$ cat config.mk
export PLATFORM = sky130hd
export DESIGN_NAME = hpb_cfg_tx
export DESIGN_NICKNAME = d
export VERILOG_FILES = /design/src/rtl/tts_pkg.sv /design/src/rtl/hpb_cfg_fifo.sv /design/src/rtl/hpb_cfg_tx.sv
export SDC_FILE = /design/constraint.sdc
export NUM_CORES = 1
export LEC_CHECK = 0
export CORE_MARGIN = 2
export CORE_UTILIZATION = 50
export DETAILED_ROUTE_END_ITERATION = 8
export GPL_TIMING_DRIVEN = 0
export PLACE_DENSITY = 0.73
export SYNTH_ARGS = -nofsm -noshare
export SYNTH_HDL_FRONTEND = slang
export SYNTH_SLANG_ARGS = --single-unit
$ cat constraint.sdc
create_clock -name clk -period 3.6 [get_ports clk]
set_input_delay 0.72 -clock clk [delete_from_list [all_inputs] [get_ports clk]]
set_output_delay 0.72 -clock clk [all_outputs]
set_load 0.01 [all_outputs]
$ cat src/rtl/tts_pkg.sv
// Shared definitions for the host-to-core configuration transmit path:
// word width, transmit FSM encoding and small counter helpers.
package tts_pkg;

    // Width of one configuration word on both the host and core sides.
    localparam int CFG_DATA_W = 32;

    // Legacy-compatible state codes; the enum below is built on them so
    // debug tooling that decodes the raw bit keeps working.
    localparam logic [0:0] ST_IDLE  = 1'b0;
    localparam logic [0:0] ST_DRIVE = 1'b1;

    typedef enum logic [0:0] {
        IDLE  = ST_IDLE,
        DRIVE = ST_DRIVE
    } tx_state_e;

    // Width of the drop counter and its saturation value.
    localparam int          DROP_W   = 8;
    localparam logic [7:0]  DROP_MAX = 8'hFF;

    // Saturating increment for the drop counter.
    function automatic logic [DROP_W-1:0] sat_inc(input logic [DROP_W-1:0] v);
        return (v == DROP_MAX) ? v : v + 8'd1;
    endfunction

endpackage

$ cat src/rtl/hpb_cfg_fifo.sv
// Synchronous word FIFO with a level output. Storage is a plain register
// array; pointers are power-of-two sized so they wrap naturally.
// clear empties the FIFO at the next edge and wins over push/pop.
module hpb_cfg_fifo
    import tts_pkg::*;
#(
    parameter int DEPTH = 4,
    parameter int W     = CFG_DATA_W,
    parameter int LVL_W = $clog2(DEPTH) + 1
) (
    input  logic             clk,
    input  logic             reset,
    input  logic             clear,
    input  logic             push,
    input  logic [W-1:0]     push_data,
    input  logic             pop,
    output logic [W-1:0]     head_data,
    output logic             empty,
    output logic             full,
    output logic [LVL_W-1:0] level
);

    localparam int AW = $clog2(DEPTH);

    logic [W-1:0]  mem [DEPTH];
    logic [AW-1:0] wr_ptr;
    logic [AW-1:0] rd_ptr;
    logic          push_ok;
    logic          pop_ok;

    // Illegal requests (push when full, pop when empty) are ignored.
    always_comb begin
        empty   = (level == '0);
        full    = (level == LVL_W'(DEPTH));
        push_ok = push && !full && !clear;
        pop_ok  = pop && !empty && !clear;
    end

    assign head_data = mem[rd_ptr];

    // Pointer and level bookkeeping; a simultaneous push and pop keeps level.
    always_ff @(posedge clk or posedge reset) begin
        if (reset) begin
            wr_ptr <= '0;
            rd_ptr <= '0;
            level  <= '0;
        end else if (clear) begin
            wr_ptr <= '0;
            rd_ptr <= '0;
            level  <= '0;
        end else begin
            if (push_ok) wr_ptr <= wr_ptr + 1'b1;
            if (pop_ok)  rd_ptr <= rd_ptr + 1'b1;
            case ({push_ok, pop_ok})
                2'b10:   level <= level + 1'b1;
                2'b01:   level <= level - 1'b1;
                default: level <= level;
            endcase
        end
    end

    // Word storage; contents need no reset because level gates every read.
    always_ff @(posedge clk) begin
        if (push_ok) mem[wr_ptr] <= push_data;
    end

endmodule

$ cat src/rtl/hpb_cfg_tx.sv
// Buffers host configuration writes and presents them one at a time to the
// core's config interface, with a per-word accept timeout, flush, and
// sent/drop bookkeeping.
//
// Handshakes (both sides): a word moves on a clk edge where its valid and
// ready/accept are both high. wr_ready is combinational from the FIFO level
// and flush; in_config_valid/in_config_data are registered and held stable
// until the edge that accepts or drops the word.
module hpb_cfg_tx
    import tts_pkg::*;
#(
    parameter int FIFO_DEPTH     = 4,
    parameter int TIMEOUT_CYCLES = 1024
) (
    input  logic                            clk,
    input  logic                            reset,
    input  logic                            wr_valid,
    input  logic [CFG_DATA_W-1:0]           wr_data,
    output logic                            wr_ready,
    input  logic                            flush,
    input  logic                            err_clear,
    output logic                            in_config_valid,
    output logic [CFG_DATA_W-1:0]           in_config_data,
    input  logic                            in_config_accept,
    output logic [$clog2(FIFO_DEPTH):0]     fifo_level,
    output logic [15:0]                     sent_count,
    output logic [7:0]                      drop_count,
    output logic                            timeout_err,
    output logic [0:0]                      dbg_state
);

    localparam int LVL_W  = $clog2(FIFO_DEPTH) + 1;
    localparam int WAIT_W = (TIMEOUT_CYCLES > 1) ? $clog2(TIMEOUT_CYCLES) : 1;
    localparam bit TMO_EN = (TIMEOUT_CYCLES != 0);
    localparam logic [WAIT_W-1:0] WAIT_LIMIT = WAIT_W'(TIMEOUT_CYCLES - 1);

    tx_state_e             state;
    logic [WAIT_W-1:0]     wait_cnt;
    logic [CFG_DATA_W-1:0] fifo_head;
    logic                  fifo_empty;
    logic                  fifo_full;
    logic                  wr_fire;
    logic                  xfer;
    logic                  timeout_hit;
    logic                  slot_free;
    logic                  load;

    // Handshake decode and output-slot bookkeeping.
    always_comb begin
        wr_ready    = !fifo_full && !flush;
        wr_fire     = wr_valid && wr_ready;
        xfer        = (state == DRIVE) && in_config_accept;
        // An accept on the limit cycle is a transfer, never a drop.
        timeout_hit = TMO_EN && (state == DRIVE) && !in_config_accept
                      && (wait_cnt == WAIT_LIMIT);
        // The output register can take a new word when idle or when the
        // current word leaves this edge.
        slot_free   = (state == IDLE) || xfer || timeout_hit;
        load        = slot_free && !fifo_empty && !flush;
    end

    assign in_config_valid = (state == DRIVE);
    assign dbg_state       = state;

    hpb_cfg_fifo #(
        .DEPTH (FIFO_DEPTH),
        .W     (CFG_DATA_W),
        .LVL_W (LVL_W)
    ) u_fifo (
        .clk       (clk),
        .reset     (reset),
        .clear     (flush),
        .push      (wr_fire),
        .push_data (wr_data),
        .pop       (load),
        .head_data (fifo_head),
        .empty     (fifo_empty),
        .full      (fifo_full),
        .level     (fifo_level)
    );

    // Transmit FSM, output word register and accept wait counter.
    always_ff @(posedge clk or posedge reset) begin
        if (reset) begin
            state          <= IDLE;
            in_config_data <= '0;
            wait_cnt       <= '0;
        end else if (flush) begin
            state    <= IDLE;
            wait_cnt <= '0;
        end else if (load) begin
            state          <= DRIVE;
            in_config_data <= fifo_head;
            wait_cnt       <= '0;
        end else if (xfer || timeout_hit) begin
            state    <= IDLE;
            wait_cnt <= '0;
        end else if (state == DRIVE) begin
            wait_cnt <= wait_cnt + 1'b1;
        end
    end

    // Sent counter; wraps, and a flush cancels the transfer in its cycle.
    always_ff @(posedge clk or posedge reset) begin
        if (reset) begin
            sent_count <= '0;
        end else if (xfer && !flush) begin
            sent_count <= sent_count + 16'd1;
        end
    end

    // Drop counter and sticky error; a drop beats a same-cycle err_clear.
    always_ff @(posedge clk or posedge reset) begin
        if (reset) begin
            drop_count  <= '0;
            timeout_err <= 1'b0;
        end else if (timeout_hit && !flush) begin
            drop_count  <= err_clear ? 8'd1 : sat_inc(drop_count);
            timeout_err <= 1'b1;
        end else if (err_clear) begin
            drop_count  <= '0;
            timeout_err <= 1'b0;
        end
    end

endmodule

# Word-level counts from Yosys, hierarchy flattened
# Memories as Yosys holds them, arrays and structs flattened. A register that Yosys moved wholly into a read port is not among the register bits.
# Index checks and enable logic that the tools add are counted.
# op_classes
add_sub_neg,7
n_reduce_logical,29
magnitude_cmp,0
muxes,21
shifts,0
mul,0
bitwise,2
n_div,0
n_eq_ne,6
# op_table
op,count
$mux 10,4
$mux 8,4
$add 16x1->16 const B,1
$logic_and 1x1->1,13
$add 10x1->10 const B,1
$eq 10x10->1 const B,1
$add 8x1->8 const B,1
$eq 8x8->1 const B,1
$mux 2,4
$mux 1,7
$pmux 3 s2,1
$reduce_bool 2->1,3
$reduce_bool 3->1,2
$add 2x1->2 const B,2
$logic_not 1->1,4
$reduce_and 2->1,2
$reduce_bool 4->1,1
$add 3x1->3 const B,1
$eq 3x3->1 const B,1
$logic_not 3->1,1
$logic_or 1x1->1,3
$mux 3,1
$sub 3x1->3 const B,1
$eq 2x1->1 const B,1
3 further kinds,4
# word_totals
reg_bits,43
mem_count,1
wordCells,74
romBits,0
input_bits,38
mem_bits_rw,128
latch_bits,0
# mem_list
memory,words,width,rd,rd_clocked_by_memory_dff,wr,line,source
u_fifo.mem,4,32,1,1,1,hpb_cfg_fifo.sv:25,logic [W-1:0] mem [DEPTH];

# Logic depth before layout (Yosys ltp)
# Gate-level depths: netlist of run 1.
# logic_depth
word_depth,11
depth_mapped,9
depth_no_buf,9

# Modules after synthesis
# Synthesis of run 1 repeated with hierarchy kept, for this count alone.
# hier_totals
cells_unflattened,474
area_unflattened_um2,8270.4
# by_module_without_submodules
mod,cells_per_inst,area_each_um2,seq_area_each_um2,n_inst
hpb_cfg_fifo,235,5215.0,4018.9,1
hpb_cfg_tx,239,3055.4,1701.6,1

# Worst setup path after synthesis of run 1
# OpenSTA, ideal clock, no wires.
# synth_timing
path_type,input to register
startpoint,input port flush
endpoint,"memory u_fifo.mem[0][0] in the netlist's numbering, enable pin"
setup_ns,0.392
n_path_buf,1
path_slack_ns,1.059
arrival_time_ns,2.149
cell_stages,3
path_cell_list,clkbuf_1 > nor3_1 > and2_1
# synth_between
elab_chain_cells,7
# synth_lines
item,line,source
from (decl),hpb_cfg_tx.sv:20,"input logic flush,"
$logic_not 1->1 *,"hpb_cfg_fifo.sv:35, hpb_cfg_tx.sv:50",
$logic_and 1x1->1,hpb_cfg_tx.sv:50,wr_ready = !fifo_full && !flush;
$logic_and 1x1->1,hpb_cfg_tx.sv:51,wr_fire = wr_valid && wr_ready;
$logic_and 1x1->1,hpb_cfg_fifo.sv:35,push_ok = push && !full && !clear;
$logic_and 1x1->1 *,hpb_cfg_fifo.sv:35,
$mux 1 *,hpb_cfg_fifo.sv:64,if (push_ok) mem[wr_ptr] <= push_data;
$mux 1 (implied by the code) *,hpb_cfg_fifo.sv:64,
to (decl),hpb_cfg_fifo.sv:25,
# Mark *: on every way between the ends. The rest lies on a longest branch, timed or not.

# Worst setup path in the final report of run 1
# layout_timing
startpoint,input port flush
endpoint,output port wr_ready
# layout_between
elab_chain_cells,2
# layout_lines
item,line,source
$logic_not 1->1,hpb_cfg_tx.sv:50,
$logic_and 1x1->1,hpb_cfg_tx.sv:50,
to (decl),hpb_cfg_tx.sv:19,"output logic wr_ready,"
# Every way passes these cells.

==> results.md, run 1 <==
* CP endpoint: wr_ready
* Final setup viols at 0
* Die width at 131 um
* Fill cells at 1113
* Via count at 4342
* Final cycle utilization of the critical path at 0.802
* Die height at 131 um
* Resized cells post-CTS at 0
* Crit path kind: primary input to output pin
* Effective utilization at floorplan at 0.509
* Fmax at 0.347 GHz
* Fin. max-slew vios at 0
* CTS Buf Count at 22
* Residual DRC count at 0
* Max-capacitance violation count at 0
* Post-Syn Instances at 459
* CTS Hold Buffers Added at 0
* Reg area at 5720 um^2
* R2R Path Start: wait_cnt[0]
* Synth warn at 0
* CP arrival at 2170 ps
* Syn_area_per_cell at 17.6 um^2
* DRT Wirelength at 15000 um
* Io pins at 101
* Tmin final at 2890 ps
* Reg2reg end: u_fifo.level[2]
* Pin count of the biggest net entering global routing at 55
* Crit-path max FO at 10
* Clock root buffer: clkbuf_16
* First-pass GRT wire length at 24100 um
* Synth async-reset ratio at 0.369
* Antenna cells at 0
* Multi-input logic area at 2220 um^2
* Flop2flop setup slack at 840 ps
* Most frequent cells in the layout: edfxtp_1, clkdlybuf4s50_1, dfrtp_1
* RSZ-0062 raised after global routing: no
* # placed instances at 778
* Vias in the first global route at 4563
* Slowest cell on crit path: clkdlybuf4s50_1
* Commonest non-fill, non-tap cell in the layout: edfxtp_1
* Share of the yosys chip area belonging to registers at 0.710
* Core Area at 15800 um^2
* CP max stage delay at 500 ps
* Clock transition at path regs at 60 ps
* Final cell count without fillers at 818
* Yosys reg bits at 203
* Netlist cell types at 45
* H-tree depth at 1
* PD cells at 707 nW/um^2
* Critical Path Start: flush
* Syn-to-layout area delta at 26.0%
* Worst setup EP type: output pin
* Clock buffer depth at 3
* NumNets Final at 632
* Port-buffer cells at 98
* Antenna-violating nets left at 0
* Grt total ovfl at 0
* Hold Path Depth at 1
* Worst VDD drop at 0.563 mV
* Post-CTS Setup Inserts at 0
* WL/cell at 18.3 um
* Cell Area, Synth at 8060 um^2
* EDFF count, synth at 128
* Die ar. at 17200 um^2
* DP Worst Slack at 411 ps
* GP Congestion at 0.799
* Critical hold path startpoint: sent_count[15]
* Leak Pwr at 3.65 nW
* Clk sink count at 203
* Hold Slack at 466 ps
* Fin. Hold Viols at 0
* CTS tree: built
* Clk Latency, worst-skew pair at 510 ps
* Status: completed
* Routed vias/inst at 5.31
* Dpl hpwl at 9620 um
* Crit path cell chain: clkbuf_1, buf_1, nor2_1, clkdlybuf4s50_1
* HP Class: register to register
* DR iter-0 viols at 197
* Cells on worst reg2reg path at 9
* Share of cells above drive strength 1 at 0.211
* Net Count, Synth at 505
* Final clock skew at 20.6 ps
* Primary FF master, synth: edfxtp_1
* DRT Pass-1 Iters at 4
* GRT Total Usage at 0.184
* Critical Path RT at 2880 ps
* Row count at 46
* Initial antenna violation count at 0
* Final WS setup at 714 ps
* Critical Path Source Type: primary input
* Final Core Density at 0.642
* Worst slew pin tran at 924 ps
* Slew headroom at 0.384
area by class of cell:
type | count | area share
clock buffers | 31 | 0.0595
well taps | 216 | 0.0266
repair buffers | 103 | 0.107
flip-flops and latches | 203 | 0.563
inverters | 7 | 0.00283
multi-input cells | 231 | 0.219
clock inverters | 9 | 0.0124
plain buffers | 18 | 0.00936
cell usage after synthesis (all sizes together) (2+ instances only):
cell type	instances	area (um^2)
or3	2	17.5
edfxtp	128	3840
nor3	5	25.0
nand2	18	67.6
nor2	37	141
mux2	35	394
nand2b	3	18.8
xor2	11	96.3
and2	5	31.3
o22ai	2	12.5
a21oi	3	15.0
nand3b	2	15.0
and3	5	31.3
xnor2	20	175
mux4	32	721
dfrtp	75	1880
ha	7	87.6
mux2i	4	40.0
nor4b	3	45.0
inv	7	26.3
nand3	12	60.1
clkbuf	6	22.5
buf	12	72.6
nand4	8	56.3
nor2b	2	12.5
nor4	3	31.3
through the flow:
stage	power, mW	cell area (um^2)	setup TNS, ps
2_1_floorplan	4.17	8060	0
3_3_place_gp	4.95	9310	-51250
3_5_place_dp	5.02	9430	0
4_1_cts	7.26	10200	0
5_1_grt	7.53	10200	0
6_report	7.18	10200	0
where the power goes:
group,total [mW],switching (mW),internal (mW)
sequential,3.03,0.203,2.83
clock,2.23,0.903,1.33
combinational,1.91,0.826,1.09
total,7.18,1.93,5.25
cell families after synthesis:
group                      after synthesis  share of synthesized area
AOI/OAI and AO/OA                       10                    0.00993
xor gates and xnor gates                31                     0.0337
adders and majority gates                8                     0.0133
buffers and inverters                   25                     0.0151
DFF                                    203                      0.710
muxes                                   71                      0.143
and+or+nand+nor                        111                     0.0750
sequential cells by signal (all words and copies together) (netlist names):
signal,cells
wait_cnt,10
u_fifo.level,3
dbg_state,1
u_fifo.mem,128
u_fifo.rd_ptr,2
in_config_data,32
u_fifo.wr_ptr,2
sent_count,16
timeout_err,1
drop_count,8
how the worst min path moves through the flow:
stage                     slack (ps)             end
after floorplan                  500  sent_count[15]
after global placement           460  sent_count[15]
after detailed placement         460  sent_count[15]
after CTS                        470  sent_count[15]
after global routing             480  sent_count[15]
final                            470  sent_count[15]
worst max-delay path: cells and delay by family:
| kind | cells | cell delay [ps] |
|---|---|---|
| buf+inv | 3 | 1340 |
| simple gates | 1 | 100 |
layer usage:
| metal | share of wire | vias up | track usage |
|---|---|---|---|
| met5 | 0 | - | 0 |
| met4 | 0.017 | 0 | 0.0426 |
| met3 | 0.045 | 21 | 0.0350 |
| met2 | 0.50 | 114 | 0.310 |
| met1 | 0.44 | 2215 | 0.253 |
| li1 | - | 1992 | - |
Note: power is estimated with default switching activity, not from simulation.
==> run 2, diff against run 1 <==
--- a/config.mk
+++ b/config.mk
@@ -9,7 +9,7 @@
 export CORE_UTILIZATION = 50
 export DETAILED_ROUTE_END_ITERATION = 8
 export GPL_TIMING_DRIVEN = 0
-export PLACE_DENSITY = 0.73
+export PLACE_DENSITY = 0.76
 export SYNTH_ARGS = -nofsm -noshare
 export SYNTH_HDL_FRONTEND = slang
 export SYNTH_SLANG_ARGS = --single-unit
==> constraint.sdc (replaced) <==
create_clock -name clk -period 2.33 [get_ports clk]
set_input_delay 0.466 -clock clk [delete_from_list [all_inputs] [get_ports clk]]
set_output_delay 0.466 -clock clk [all_outputs]
set_load 0.01 [all_outputs]
==> results.md, run 2 (synthesis gave the netlist of run 1 again) <==
* Via count at 4415
* Antenna cells at 0
* Fmax at 0.436 GHz
* Routed vias/inst at 5.32
* Status: completed
* Final setup viols at 0
* Fin. max-slew vios at 0
* Commonest non-fill, non-tap cell in the layout: edfxtp_1
* Io pins at 101
* Final clock skew at 16.5 ps
* Slew headroom at 0.526
* Die height at 131 um
* Dpl hpwl at 9760 um
* Flop2flop setup slack at 40 ps
* Die ar. at 17200 um^2
* Pin count of the biggest net entering global routing at 33
* Residual DRC count at 0
* Max reg flops at 128
* Core Area at 15800 um^2
* Setup TNS at 0 ps
* H-tree depth at 1
* Reg2reg end: u_fifo.level[2]
* Antenna-violating nets left at 0
* Clk Latency, worst-skew pair at 510 ps
* First-pass GRT wire length at 24400 um
* WL/cell at 18.7 um
* Syn-to-layout area delta at 28.1%
* Worst VDD drop at 1.04 mV
* Grt total ovfl at 0
* Max-capacitance violation count at 0
* CTS tree: built
* DR iter-0 viols at 243
* CTS Hold Buffers Added at 0
* GRT Total Usage at 0.186
* Critical Path RT at 2720 ps
* HP Class: primary input to asynchronous set/reset pin
* Share of cells above drive strength 1 at 0.246
* Most frequent cells in the layout: edfxtp_1, clkdlybuf4s50_1, dfrtp_1
* Initial antenna violation count at 0
* Crit-path max FO at 5
* Hold Slack at 316 ps
* Worst slew pin tran at 711 ps
* DRT Pass-1 Iters at 4
* Most flops, register: u_fifo.mem
* PD cells at 1080 nW/um^2
* Port-buffer cells at 98
* CTS Buf Count at 22
* Clock buffer depth at 3
* Vias in the first global route at 4669
* Clock transition at path regs at 60 ps
* Regs by FF count: u_fifo.mem: 128 flops, in_config_data: 32 flops, sent_count: 16 flops
* Placed cell areas at 9470 um^2
* Die width at 131 um
* DRT Wirelength at 15500 um
* Fin. Hold Viols at 0
* Leak Pwr at 3.73 nW
* NumNets Final at 644
* CP arrival at 2680 ps
* Critical Path Start: wait_cnt[0]
* Crit path kind: register to register
* Effective utilization at floorplan at 0.509
* Clock root buffer: clkbuf_16
* Critical Path Source Type: register
* Tmin final at 2290 ps
* Clk sink count at 203
* Final non-filler cell area at 10300 um^2
* RSZ-0062 raised after global routing: yes
* Cells on worst reg2reg path at 9
* Final Core Density at 0.652
* R2R Path Start: wait_cnt[0]
* Row count at 46
* Worst setup EP type: register
* Final cycle utilization of the critical path at 0.983
* GP Congestion at 0.788
==> run 2: changes by cell type in the layout (fill, tap and decap cells not counted), moves of 3 or more <==
cell      change
buf_4        +11
buf_1         -4
buf_16        +3
clkinv_1      +3
clkbuf_8      +3
==> run 2: worst max-delay path by stage <==
stage / cells past startpoint / end
after floorplan: 9 / u_fifo.level[2]
after global placement: 4 / u_fifo.mem[2][16]
after detailed placement: 8 / u_fifo.level[2]
after CTS: 3 / wr_ready
after global routing: 9 / u_fifo.level[2]
final: 9 / u_fifo.level[2]
==> run 2: power by group <==
group	switching, mW	total (mW)	internal (mW)
Combinational	1.37	3.23	1.86
Sequential	0.324	4.70	4.38
Clock	1.35	3.26	1.91
Total	3.04	11.2	8.15
==> run 2: layout make-up <==
type / instances / area, um^2
clock buffer: 33 / 642
clock inverter: 7 / 57.6
inverter: 7 / 30.0
tap: 216 / 270
timing repair buffer: 115 / 1210
multi-input combinational: 231 / 2270
sequential: 203 / 5720
fill: 1083 / 5500
buffer: 18 / 114
==> run 2: repair_timing <==
| item | in CTS | in global routing |
|---|---|---|
| setup buffers | 1 | 10 |
| endpoints found under the hold margin | 0 | 0 |
| pin swaps | 1 | 7 |
| endpoints found under the setup margin | 33 | 29 |
| resized for setup | 11 | 11 |
==> run 2: critical path, stage by stage, from the launching register on <==
cell	delay, ps
dfrtp_1	390
ha_2	210
nand4_1	160
o31ai_4	320
nand2_4	120
nor3_4	170
fa_2	250
nor2_1	50
mux2i_1	170
mux2_2	350
==> run 2: through the flow <==
step	power (mW)	setup slack, ps	instances
after floorplan	6.44	38.6	459
after global placement	7.64	-1110	773
after detailed placement	7.78	-605	779
after CTS	11.1	-23.2	820
after global routing	11.7	-122	830
final	11.2	38.6	830
==> run 2: per-layer routing <==
metal	vias to the layer above	share of wire	track usage
li1	2012	-	-
met4	0	0.017	0.0457
met2	115	0.50	0.308
met1	2260	0.43	0.254
met5	-	0	0
met3	28	0.052	0.0415
==> run 3, diff against run 2 <==
--- a/config.mk
+++ b/config.mk
@@ -6,10 +6,12 @@
 export NUM_CORES = 1
 export LEC_CHECK = 0
 export CORE_MARGIN = 2
-export CORE_UTILIZATION = 50
+export CORE_UTILIZATION = 43
+export CTS_BUF_LIST = sky130_fd_sc_hd__clkbuf_16
 export DETAILED_ROUTE_END_ITERATION = 8
 export GPL_TIMING_DRIVEN = 0
-export PLACE_DENSITY = 0.76
+export PLACE_DENSITY = 0.67
+export SLEW_MARGIN = 10
 export SYNTH_ARGS = -nofsm -noshare
 export SYNTH_HDL_FRONTEND = slang
 export SYNTH_SLANG_ARGS = --single-unit
==> results.md, run 3 (synthesis gave the netlist of run 1 again) <==
* Status: completed
* CTS tree: built
* Die ar. at 19900 um^2
* Max reg flops at 128
* Sequential Power Share at 0.426
* Die height at 141 um
* Most flops, register: u_fifo.mem
* Die width at 141 um
* Routed vias/inst at 5.18
* Row count at 50
* DRT Wirelength at 15700 um
* Final Core Density at 0.554
* Initial antenna violation count at 0
* Net Sw Frac at 0.272
* PD cells at 1070 nW/um^2
* Port-buffer cells at 98
* Worst setup EP type: output pin
* Gate power share at 0.284
* Antenna cells at 0
* Most frequent cells in the layout: edfxtp_1, clkdlybuf4s50_1, dfrtp_1
* Switching power at 2.99 mW
* NumNets Final at 642
* Clock root buffer: clkbuf_16
* Antenna-violating nets left at 0
* DR iter-0 viols at 250
* RSZ-0062 raised after global routing: yes
* Effective utilization at floorplan at 0.435
* Fmax at 0.445 GHz
* CTS Buf Count at 22
* CP arrival at 1780 ps
* Grt total ovfl at 0
* Fin. max-slew vios at 0
* Vias in the first global route at 4597
* Core Area at 18500 um^2
* Critical Path Source Type: register
* Residual DRC count at 0
* GRT Total Usage at 0.158
* Share of cells above drive strength 1 at 0.243
* Io pins at 101
* Regs by FF count: u_fifo.mem: 128 flops, in_config_data: 32 flops, sent_count: 16 flops
* Final cycle utilization of the critical path at 0.965
* Clk sink count at 203
* First-pass GRT wire length at 24500 um
* Max-capacitance violation count at 0
* Critical Path RT at 1860 ps
* Clock buffer depth at 3
* Crit path kind: register to output pin
* Commonest non-fill, non-tap cell in the layout: edfxtp_1
* H-tree depth at 1
* Final clock skew at 17.5 ps
* Crit-path max FO at 6
* Worst slew pin tran at 680 ps
* Setup TNS at 0 ps
* Leak Pwr at 3.71 nW
* Clock transition at path regs at 60 ps
* WL/cell at 18.5 um
* Slew headroom at 0.547
* CTS Hold Buffers Added at 0
* Syn-to-layout area delta at 27.2%
* Tmin final at 2250 ps
* Clk Latency, worst-skew pair at 500 ps
* Worst VDD drop at 0.715 mV
* Pin count of the biggest net entering global routing at 37
* HP Class: primary input to register
* Final setup viols at 0
* Fin. Hold Viols at 0
* Clk network pwr share at 0.290
* Pint at 8.00 mW
* Dpl hpwl at 10000 um
* GP Congestion at 0.743
* Via count at 4386
* DRT Pass-1 Iters at 5
run 3: cell type report:
class | instances | area (um^2)
fillers | 1481 | 8270
flip-flops and latches | 203 | 5720
multi-input cells | 231 | 2260
repair buffers | 113 | 1170
clock buffers | 22 | 551
well taps | 234 | 293
clock inverters | 18 | 120
plain buffers | 18 | 108
inverters | 7 | 30.0
run 3: worst max-delay path, cell delays in order, from the launching register on:
cell and delay [ps]:
dfrtp_1 430, nor3b_2 190, nor2_1 120, clkdlybuf4s50_1 550
run 3: stage by stage:
step                      hold slack (ps)  area, um^2  setup WS, ps  power [mW]  instances
final                                 341       10300          80.9        11.0        846
after global routing                  378       10300         -51.8        11.5        846
after CTS                             333       10200         -3.72        11.0        840
after detailed placement              461        9460          -542        7.78        797
after global placement                454        9340         -1140        7.66        791
after floorplan                       504        8060          38.6        6.44        459
run 3: worst paths after layout:
kind,from,end,slack (ps),cells past startpoint
max,u_fifo.level[2],wr_ready,80,3
min,err_clear,drop_count[2],340,2
max reg2reg,wait_cnt[0],u_fifo.level[2],80,9
min reg2reg,sent_count[15],sent_count[15],470,1
max in group asynchronous,reset,u_fifo.level[0],1380,3
min in group asynchronous,reset,in_config_data[22],360,2
run 3: layer usage:
layer,vias up,global-route usage,wire [um]
met5,-,0,0
met4,0,0.0437,375
met3,26,0.0340,698
met2,100,0.281,8150
met1,2243,0.196,6440
li1,2017,-,-
run 3: power by group through the flow:
stage                     Clock, mW  Sequential (mW)  Combinational [mW]
after floorplan                   0             4.85                1.59
after global placement            0             4.75                2.91
after detailed placement          0             4.76                3.02
after CTS                      3.28             4.69                3.07
after global routing           3.43             4.75                3.38
final                          3.18             4.68                3.12
run 3: what timing repair did:
action	4_1_cts	5_1_grt
pin swaps	2	3
gates resized for setup	7	12
setup endpoints to repair	33	52
buffers inserted	3	6
